--- src/rtl/nn_load_sequencer.sv ---
// Control sequencer for a 4-neuron perceptron: streams parameters and inputs into
// register banks, times the compute window, then presents the four results in order.
module nn_load_sequencer #(
  parameter int N_PARAM        = 20,
  parameter int COMPUTE_CYCLES = 2
) (
  input  logic       clk,
  input  logic       rst_n,
  input  logic [7:0] data_in,
  input  logic       data_valid,
  input  logic       load_params,
  input  logic       start,
  input  logic       abort,
  input  logic       out_ready,
  output logic       param_we,
  output logic [4:0] param_addr,
  output logic [7:0] param_data,
  output logic       input_we,
  output logic [1:0] input_idx,
  output logic [7:0] input_data,
  output logic       compute_en,
  output logic [1:0] result_sel,
  output logic       out_valid,
  output logic       params_loaded,
  output logic       busy,
  output logic       done,
  output logic       err
);

  typedef enum logic [2:0] {IDLE, LOAD_PARAM, LOAD_INPUT, COMPUTE, OUTPUT} state_t;

  localparam logic [4:0] LAST_P = 5'(N_PARAM - 1);
  localparam logic [3:0] CC     = 4'(COMPUTE_CYCLES);

  state_t     state;
  logic [4:0] cnt;
  logic [3:0] ccnt;

  always_ff @(posedge clk or negedge rst_n) begin
    if (!rst_n) begin
      state         <= IDLE;
      cnt           <= '0;
      ccnt          <= '0;
      param_we      <= 1'b0;
      param_addr    <= '0;
      param_data    <= '0;
      input_we      <= 1'b0;
      input_idx     <= '0;
      input_data    <= '0;
      compute_en    <= 1'b0;
      result_sel    <= '0;
      out_valid     <= 1'b0;
      params_loaded <= 1'b0;
      busy          <= 1'b0;
      done          <= 1'b0;
      err           <= 1'b0;
    end else begin
      param_we <= 1'b0;
      input_we <= 1'b0;
      done     <= 1'b0;
      err      <= 1'b0;
      // abort beats any data or handshake in the same cycle
      if (abort && state != IDLE) begin
        state      <= IDLE;
        busy       <= 1'b0;
        compute_en <= 1'b0;
        out_valid  <= 1'b0;
      end else begin
        case (state)
          IDLE: begin
            if (load_params) begin
              state         <= LOAD_PARAM;
              cnt           <= '0;
              params_loaded <= 1'b0;
              busy          <= 1'b1;
            end else if (start) begin
              if (params_loaded) begin
                state <= LOAD_INPUT;
                cnt   <= '0;
                busy  <= 1'b1;
              end else begin
                err <= 1'b1;
              end
            end
          end
          LOAD_PARAM: begin
            if (data_valid) begin
              param_we   <= 1'b1;
              param_addr <= cnt;
              param_data <= data_in;
              cnt        <= cnt + 5'd1;
              if (cnt == LAST_P) begin
                params_loaded <= 1'b1;
                state         <= IDLE;
                busy          <= 1'b0;
              end
            end
          end
          LOAD_INPUT: begin
            if (data_valid) begin
              input_we   <= 1'b1;
              input_idx  <= cnt[1:0];
              input_data <= data_in;
              cnt        <= cnt + 5'd1;
              if (cnt[1:0] == 2'd3) begin
                state      <= COMPUTE;
                compute_en <= 1'b1;
                ccnt       <= 4'd1;
              end
            end
          end
          COMPUTE: begin
            // ccnt counts cycles compute_en has already been high
            if (ccnt == CC) begin
              compute_en <= 1'b0;
              state      <= OUTPUT;
              out_valid  <= 1'b1;
              result_sel <= '0;
            end else begin
              ccnt <= ccnt + 4'd1;
            end
          end
          OUTPUT: begin
            if (out_ready) begin
              if (result_sel == 2'd3) begin
                out_valid  <= 1'b0;
                done       <= 1'b1;
                result_sel <= '0;
                state      <= IDLE;
                busy       <= 1'b0;
              end else begin
                result_sel <= result_sel + 2'd1;
              end
            end
          end
          default: begin
            state <= IDLE;
            busy  <= 1'b0;
          end
        endcase
      end
    end
  end

endmodule

--- config.mk ---
export PLATFORM = sky130hd
export DESIGN_NAME = nn_load_sequencer
export DESIGN_NICKNAME = d
export VERILOG_FILES = /design/src/rtl/nn_load_sequencer.sv
export SDC_FILE = /design/constraint.sdc
export NUM_CORES = 1
export LEC_CHECK = 0
export CORE_ASPECT_RATIO = 2
export CORE_MARGIN = 1
export CORE_UTILIZATION = 52
export CTS_BUF_LIST = sky130_fd_sc_hd__clkbuf_8
export CTS_CLUSTER_SIZE = 16
export DETAILED_ROUTE_END_ITERATION = 8
export GPL_TIMING_DRIVEN = 0
export MAX_ROUTING_LAYER = met4
export PLACE_DENSITY = 0.89
export SLEW_MARGIN = 10
export SYNTH_ARGS = -nofsm -noshare
export SYNTH_HDL_FRONTEND = slang
export SYNTH_SLANG_ARGS = --single-unit
--- constraint.sdc ---
create_clock -name clk -period 2 [get_ports clk]
set_clock_uncertainty 0.2 [all_clocks]
set_input_delay 0.4 -clock clk [delete_from_list [all_inputs] [get_ports clk]]
set_output_delay 0.4 -clock clk [all_outputs]
set_load 0.01 [all_outputs]
==> flow_summary.ini, run 1 <==
[timing]
finalCritPeriodShare_pct = 99.33
setup_viol = 0
fmax_ghz = 0.5034
final.min_clock_period_ns = 1.987
rsz0062_at_grt = true
whs_ns = 0.2124
slew_headroom_pct = 66.98
layout_setup_ws_ns = 0.01344
slew_violations = 0
final_hold_viol_count = 0
tightest_slew_ns = 0.4918

[worst_hold_path]
worst_hold_path.num_cells = 2
hp-start = abort
hold_class = in2reg

[synthesis]
syn_area_um2 = 2161
synth_top_area_share_pct = 52.11
synth.distinct_cells = 48
netlist_instances = 184
synthTopCellsByArea = dfrtp_1 (52%), mux2_2 (8.9%), nand2_1 (2.8%)
ys.flop_type = dfrtp_1
synth_commonest_cells = dfrtp_1 (45), mux2_2 (17), nand2_1 (16), o21ai_0 (10), inv_1 (7)
synth-seq-area-share_pct = 52.11
yosys.area.top_type = dfrtp_1
synth.most_common_cell = dfrtp_1
syn_nets = 203
synth-edff-count = 0
syn_avg_cell_area_um2 = 11.74
synth_seq_cells = 45
yosysWarningCount = 0
ys_async_sr_fraction_pct = 100.0

[floorplan]
die_y_um = 93.16
ios = 48
die-area_um2 = 4433
die_w_um = 47.58
start_util_pct = 55.07
num_rows = 32
core_um2 = 3924

[final_layout]
synthToLayoutAreaGrowth_pct = 34.16
drive_above_1_share_pct = 21.58
diodes = 0
utilization_pct = 73.88
fin_nets = 259
postLayoutCellArea_um2 = 2899

[global_routing]
busiest_layer = met2
track_usage_pct = 25.40
grt-ovfl-total = 0
grtUsageMet1_pct = 25.78
grt_first_pass_wirelength_mm = 7.845
grt_max_degree = 30
use_met2_pct = 44.18
grt_use_met3_pct = 4.054
antenna_found_initial = 0
grt_pass1_vias = 1743

[job]
max-cap-violations = 0

[setup_path]
arrival_ns = 1.97
cp-startpoint = state[1]$_DFFE_PN0P_
cp-start-kind = flip-flop
r2r_start = state[1]$_DFFE_PN0P_
cp.required_ns = 1.98
path_class = reg2reg
path_max_fanout = 10
end_kind = flip-flop
reg2reg_depth = 5

[power]
leakagePower_uw = 0.001262
power_density_nw_per_um2 = 1343
ir_drop_v = 0.001115

[run_status]
outcome = complete, no violations

[clocking]
clk_path_buf_depth = 2
clock-sinks = 45
clk_latency_ns = 0.29
cts_buffers = 5
tritoncts = done
cts_htree_levels = 2
cts.clk_slew.worst_paths_ns = 0.08
root_buffer = clkbuf_8

[routing]
ant_nets = 0
vias_per_cell = 5.846
wl_per_cell_um = 16.53
drt_iter0_drc = 45
vias = 1707
drtPass1Iterations = 4
routed_wirelength_mm = 4.826
drc_errors = 0

[placed_design]
place_area_um2 = 2700
portBuffers = 46
pre_cts_ws_ns = -0.2830
hpwl_mm = 3.610
place.gp.congestion = 0.9507
-- worst max-delay path, stage by stage, from the launching register on --
cell      delay, ns
dfrtp_2        0.46
buf_4          0.19
nor4_2         0.39
nand2_1        0.12
o211ai_1       0.15
mux2_2         0.37
-- worst paths after layout --
path | end | slack (ns)
min in group asynchronous | ccnt[2]$_DFFE_PN0P_ | 0.36
setup / recovery | busy$_DFFE_PN0P_ | 0.01
max in group asynchronous | cnt[0]$_DFFE_PN0P_ | 0.76
hold / removal | out_valid$_DFFE_PN0P_ | 0.21
setup reg to reg | busy$_DFFE_PN0P_ | 0.01
hold reg to reg | param_addr[0]$_DFFE_PN0P_ | 0.30
-- flip-flops by register name (all words and copies together) (netlist names) --
| name | cells |
|---|---|
| input_we | 1 |
| params_loaded | 1 |
| param_data | 8 |
| result_sel | 2 |
| cnt | 5 |
| compute_en | 1 |
| input_idx | 2 |
| param_addr | 5 |
| done | 1 |
| err | 1 |
| input_data | 8 |
| out_valid | 1 |
| param_we | 1 |
| state | 3 |
| ccnt | 4 |
| busy | 1 |
-- per-layer routing --
metal	vias to the layer above	wire [um]
met1	846	1700
li1	792	-
met3	14	163
met5	-	0
met4	0	146
met2	55	2814
-- repair_timing --
item / in CTS / in global routing
setup buffers: 1 / 1
resized for setup: 2 / 11
pin swaps: 1 / 1
endpoints found under the hold margin: 16 / 0
setup endpoints to repair: 6 / 19
hold buffers: 1 / 0
-- final cells by class --
class | instances | area (um2)
sequential | 45 | 1130
fill | 307 | 1025
multi-input combinational | 123 | 994.7
timing repair buffer | 50 | 503.0
clock buffer | 5 | 68.82
clock inverter | 3 | 65.06
tap | 51 | 63.81
buffer | 8 | 47.55
inverter | 7 | 26.28
-- stage by stage --
stage	TNS, ns	total power [uW]	cells
5_1_grt	-0.05564	4106	292
6_report	0	3894	292
2_1_floorplan	0	2313	184
4_1_cts	0	3875	292
3_5_place_dp	-2.858	3044	282
3_3_place_gp	-40.62	2974	281
-- cells in the final DEF, fill, tap and decap left out, types with 3 or more instances in the layout --
| cell | Yosys | routed |
|---|---|---|
| o41ai_1 | 3 | 3 |
| ha_1 | 4 | 3 |
| clkdlybuf4s50_1 | 0 | 44 |
| a21oi_1 | 5 | 5 |
| nand2b_1 | 3 | 3 |
| nand2_1 | 16 | 16 |
| dfrtp_2 | 0 | 3 |
| nand3_1 | 3 | 3 |
| mux2_1 | 5 | 5 |
| inv_1 | 7 | 7 |
| nand3b_1 | 4 | 4 |
| o21ai_0 | 10 | 10 |
| nor2_1 | 4 | 4 |
| mux2_2 | 17 | 17 |
| clkbuf_8 | 0 | 5 |
| dfrtp_1 | 45 | 42 |
| nor3_1 | 4 | 4 |
| buf_4 | 4 | 6 |
-- cell families after synthesis --
family	count (synthesis)	share of synthesized area, %
AOI/OAI and AO/OA	40	13.32
xor gates and xnor gates	1	0.4054
adders and majority gates	4	2.316
buffers and inverters	16	3.590
DFF	45	52.11
muxes	23	12.16
and+or+nand+nor	55	16.10
-- power by group --
part           switching, uW  leakage, uW  internal (uW)
Sequential               202     0.000569           1210
Combinational            784     0.000624            897
Clock                    303    0.0000681            496
Note: power is estimated with default switching activity, not from simulation.
==> inputs of run 2 (changes only) <==
--- a/config.mk
+++ b/config.mk
@@ -13,7 +13,7 @@
 export DETAILED_ROUTE_END_ITERATION = 8
 export GPL_TIMING_DRIVEN = 0
 export MAX_ROUTING_LAYER = met4
-export PLACE_DENSITY = 0.89
+export PLACE_DENSITY = 0.8
 export SLEW_MARGIN = 10
 export SYNTH_ARGS = -nofsm -noshare
 export SYNTH_HDL_FRONTEND = slang
==> run 2 against run 1 <==
Compared with the run above:
- first-iteration DRC count decreased by 51%
- setup slack better by 0.040 ns
- register-to-register slack improved by 0.07 ns
- routed wire length fell by 1.7%
- sequential share of layout area up 0.38 points
- core utilization is 0.80 points lower
- final cell count up 0.68%
- largest cell class unchanged
- largest power group unchanged
==> flow_summary.ini, run 2 (synthesized netlist as in run 1, its figures left out) <==
[clocking]
clock-sinks = 45
cts_buffers = 5
tritoncts = done
cts_htree_levels = 2
cts.clk_slew.worst_paths_ns = 0.09
clk_latency_ns = 0.30
clk_path_buf_depth = 2
root_buffer = clkbuf_8

[final_layout]
postLayoutCellArea_um2 = 2868
fin_nets = 261
drive_above_1_share_pct = 21.81
largestRegisters = input_data: 8 flops, param_data: 8 flops
final_cell_mix = clkdlybuf4s50_1 (45), dfrtp_1 (43), mux2_2 (17), nand2_1 (16), o21ai_0 (10)
diodes = 0
layout_commonest_cell = clkdlybuf4s50_1
fillCellCount = 309
synthToLayoutAreaGrowth_pct = 32.72
layout.cells.non_filler = 294

[placed_design]
place_inst = 282
pre_cts_ws_ns = -0.2862
hpwl_mm = 3.475
place_area_um2 = 2700
portBuffers = 46
place.gp.congestion = 0.9466

[power]
power_density_nw_per_um2 = 1278
leakagePower_uw = 0.001239
ir_drop_v = 0.0008849
swShare_pct = 35.44
total_power_uw = 3666
power_frac_seq_pct = 38.6
combPwrFrac_pct = 46.3
p_sw_uw = 1299
power.share.clock_pct = 15.1
p_int_uw = 2367

[setup_path]
cp-start-kind = primary input
crit_path_top_delay_cell = clkdlybuf4s50_1
path_class = in2reg
r2r_end = cnt[1]$_DFFE_PN0P_
regToRegSetupSlack_ns = 0.08
cp.required_ns = 1.99
end_kind = flip-flop
path_max_fanout = 4
slowest_delay_ns = 0.49
cp-startpoint = load_params
arrival_ns = 1.94
cp_cell_sequence = clkdlybuf4s50_1 -> or4_4 -> a21oi_4 -> nor3_2 -> mux2_4
critPathCapture = cnt[1]$_DFFE_PN0P_
reg2reg_depth = 4
r2r_start = state[1]$_DFFE_PN0P_

[global_routing]
grt_pass1_vias = 1737
antenna_found_initial = 0
grt_first_pass_wirelength_mm = 7.790
grt_max_degree = 29
track_usage_pct = 25.18
grt-ovfl-total = 0

[routing]
vias_per_cell = 5.810
drt_iter0_drc = 22
wl_per_cell_um = 16.14
ant_nets = 0
drtPass1Iterations = 4
drc_errors = 0
vias = 1708
routed_wirelength_mm = 4.746

[timing]
slew_headroom_pct = 68.93
final_hold_viol_count = 0
fmax_ghz = 0.5136
finalCritPeriodShare_pct = 97.34
whs_ns = 0.2224
final.min_clock_period_ns = 1.947
setup_viol = 0
tightest_slew_ns = 0.4627
rsz0062_at_grt = false
layout_setup_ws_ns = 0.05314
slew_violations = 0

[floorplan]
die_w_um = 47.58
die_y_um = 93.16
ios = 48
die-area_um2 = 4433
core_um2 = 3924
num_rows = 32
start_util_pct = 55.07

[run_status]
outcome = complete, no violations

[job]
max-cap-violations = 0

[worst_hold_path]
hold_class = in2reg
-- run 2: cell type report --
class | instances | area (um2) | area share (%)
plain buffers | 8 | 47.55 | 1.658
well taps | 51 | 63.81 | 2.225
repair buffers | 52 | 515.5 | 17.98
multi-input cells | 123 | 999.7 | 34.86
inverters | 7 | 26.28 | 0.9162
clock buffers | 5 | 68.82 | 2.400
clock inverters | 3 | 17.52 | 0.6108
flip-flops and latches | 45 | 1129 | 39.35
-- run 2: power groups by stage --
stage	Clock (uW)	Sequential, uW	Combinational [uW]
finish	553	1420	1700
global route	606	1450	1820
CTS	568	1410	1660
detailed placement	0	1420	1620
global placement	0	1410	1580
floorplan	0	1500	815
-- run 2: timing repair --
item,4_1_cts,5_1_grt
hold buffers,1,0
gates resized for setup,2,10
hold endpoints to repair,17,0
pin swaps,1,1
setup endpoints to repair,7,21
buffers inserted,2,2
-- run 2: worst min-delay path by stage --
stage	cells after the start	slack, ns	end	startpoint
2_1_floorplan	0	-0.1	busy$_DFFE_PN0P_	rst_n
3_3_place_gp	2	0.27	param_addr[0]$_DFFE_PN0P_	param_addr[0]$_DFFE_PN0P_
3_5_place_dp	1	0.16	err$_DFF_PN0_	rst_n
4_1_cts	2	0.21	out_valid$_DFFE_PN0P_	abort
5_1_grt	2	0.23	out_valid$_DFFE_PN0P_	abort
6_report	2	0.22	out_valid$_DFFE_PN0P_	abort
-- run 2: per-layer routing --
metal | up-vias | GRT usage (%) | part of all wire (%)
li1 | 792 | - | -
met1 | 842 | 27.90 | 38
met2 | 62 | 42.12 | 55
met3 | 12 | 4.826 | 4.6
met4 | 0 | 10.42 | 3.2
met5 | - | - | 0
-- run 2: stage by stage --
stage | utilization (%) | TNS [ns]
global route | 73.09 | 0
floorplan | - | 0
global placement | 68.43 | -42.05
CTS | 71.94 | 0
detailed placement | 68.81 | -2.711
finish | 73.09 | 0
-- run 2: critical path: cells and delay by family --
kind                   cells  cell delay (ns)
buffers and inverters      1             0.49
multiplexers               1             0.31
AND/OR/NAND/NOR            2             0.56
AO/OA/AOI/OAI              1             0.19
==> variant: new RTL, settings of run 2 <==
Register the output `err` once more, cleared by the reset; this adds one clock of latency there. The other outputs are not delayed to match.
--- a/src/rtl/nn_load_sequencer.sv
+++ b/src/rtl/nn_load_sequencer.sv
@@ -32,6 +32,8 @@
   localparam logic [4:0] LAST_P = 5'(N_PARAM - 1);
   localparam logic [3:0] CC     = 4'(COMPUTE_CYCLES);
 
+  logic err_s0;
+
   state_t     state;
   logic [4:0] cnt;
   logic [3:0] ccnt;
@@ -53,12 +55,12 @@
       params_loaded <= 1'b0;
       busy          <= 1'b0;
       done          <= 1'b0;
-      err           <= 1'b0;
+      err_s0        <= 1'b0;
     end else begin
       param_we <= 1'b0;
       input_we <= 1'b0;
       done     <= 1'b0;
-      err      <= 1'b0;
+      err_s0   <= 1'b0;
       // abort beats any data or handshake in the same cycle
       if (abort && state != IDLE) begin
         state      <= IDLE;
@@ -79,7 +81,7 @@
                 cnt   <= '0;
                 busy  <= 1'b1;
               end else begin
-                err <= 1'b1;
+                err_s0 <= 1'b1;
               end
             end
           end
@@ -142,5 +144,13 @@
     end
   end
 
+  always_ff @(posedge clk or negedge rst_n) begin
+    if (!rst_n) begin
+      err <= '0;
+    end else begin
+      err <= err_s0;
+    end
+  end
+
 endmodule
 
Behaviour: not the same (a bounded check fails within 4 cycles, from zero or initial values and one cycle with rst_n low).
==> variant against run 2 <==
The flow now finishes with violations (setup timing). Count of clock-buffer cells in the layout rose by 1. Critical endpoint is now state[0]$_DFFE_PN0P_. Cell area grew 2.0%. Wire length grew 10%. Setup slack lost 0.10 ns. Synthesized area down 0.69%. Sequential power up 6%. Total power up 6.7%. Critical path depth grew 1. Sequential cell count grew 1.
==> variant: results (changes against run 2) <==
| Metric | Value |
|---|---|
| Post-Synth Adder-Cell Area | `0.0233 (+0.000162)` |
| Min-delay src | `err_s0$_DFF_PN0_` |
| Hold crit path type | `flip-flop to flip-flop` |
| Number of port buffers | `47 (+2.2%)` |
| Hold path depth | `0 (-2)` |
| Post-Place Setup Slack | `-0.606 ns (-0.320 ns)` |
| Final setup viols | `2 (+2)` |
| Post-DP HPWL | `3900 µm (+12%)` |
| Syn Nets | `198 (-2.5%)` |
| Largest cells by area after synthesis | `dfrtp_1 54%, mux2_1 7.3%, mux2_2 3.7%` |
| Relative slew slack | `0.644 (-0.0452)` |
| Cells after Synth | `179 (-2.7%)` |
| Outcome | `finished, violations left` |
| Compound-cell area share of the yosys netlist | `0.129 (-0.00373)` |
| Crit-path slowest cell | `or3b_4` |
| CLK BUF | `6 (+1)` |
| Vias in the first global route | `1924 (+11%)` |
| Gpl congestion | `0.861 (-9.0%)` |
| Multi-input gates | `119 (-3.3%)` |
| Cell Int Power | `0.00254 W (+7.3%)` |
| R2r startpoint | `ccnt[0]$_DFFE_PN0P_` |
| Pleak | `1.27 nW (+2.5%)` |
| Cell variety after synth | `47 (-2.1%)` |
| Maximum fanout along the worst path | `3 (-1)` |
| Register Area | `1150 µm² (+2.0%)` |
| Fill cell count | `292 (-5.5%)` |
| First-pass GRT wire length | `8580 µm (+10%)` |
| Mux cell area share after synthesis | `0.127 (+0.00493)` |
| Multi-input logic area | `983 µm² (-1.6%)` |
| Largest net degree at the start of global routing | `26 (-10%)` |
| Fin worst setup slack | `-0.0483 ns (-0.101 ns)` |
| Fin Hold WS | `0.155 ns (-0.0678 ns)` |
| Buffering overhead | `0.208 (+0.0120)` |
| Total number of vias | `1724 (+0.94%)` |
| RR Endpoint | `state[0]$_DFFE_PN0P_` |
| VDD IR max | `875 µV (-1.1%)` |
| Xor and xnor fraction of the mapped netlist area | `0.00408 (+0.0000284)` |
| Post-DP Area | `2710 µm² (+0.42%)` |
| Sequential power | `0.00150 W (+6%)` |
| Setup_tns | `-0.0695 ns (-0.0695 ns)` |
| Failing checks | `setup timing` |
## variant: changes by cell type after synthesis, moves of 3 or more
cell,before,now
nand2_1,16,9
nand3_1,3,10
nor2_1,4,8
mux2_2,17,7
buf_4,4,1
mux2_1,5,14
nand3b_1,4,1
nor2b_1,0,3
## variant: logic make-up (layout without fill, tap and decap cells)
kind of cell | after synthesis | after routing
fa+ha+maj | 4 | 4
simple gates | 52 | 52
buf+inv | 14 | 79
xor+xnor | 1 | 1
mux | 24 | 24
compound gates | 38 | 38
flops | 46 | 46
## variant: layer usage
layer	track usage	wire length, µm	part of all wire
met5	-	0	0
met4	0.150	207	0.040
met1	0.281	1840	0.35
met3	0.0370	150	0.029
met2	0.491	3030	0.58
## variant: what timing repair did
item,CTS,global route
setup endpoints to repair,25,12
pin swaps,5,0
gates resized for setup,5,7
setup buffers,7,1
hold endpoints to repair,21,0
hold buffers,1,0
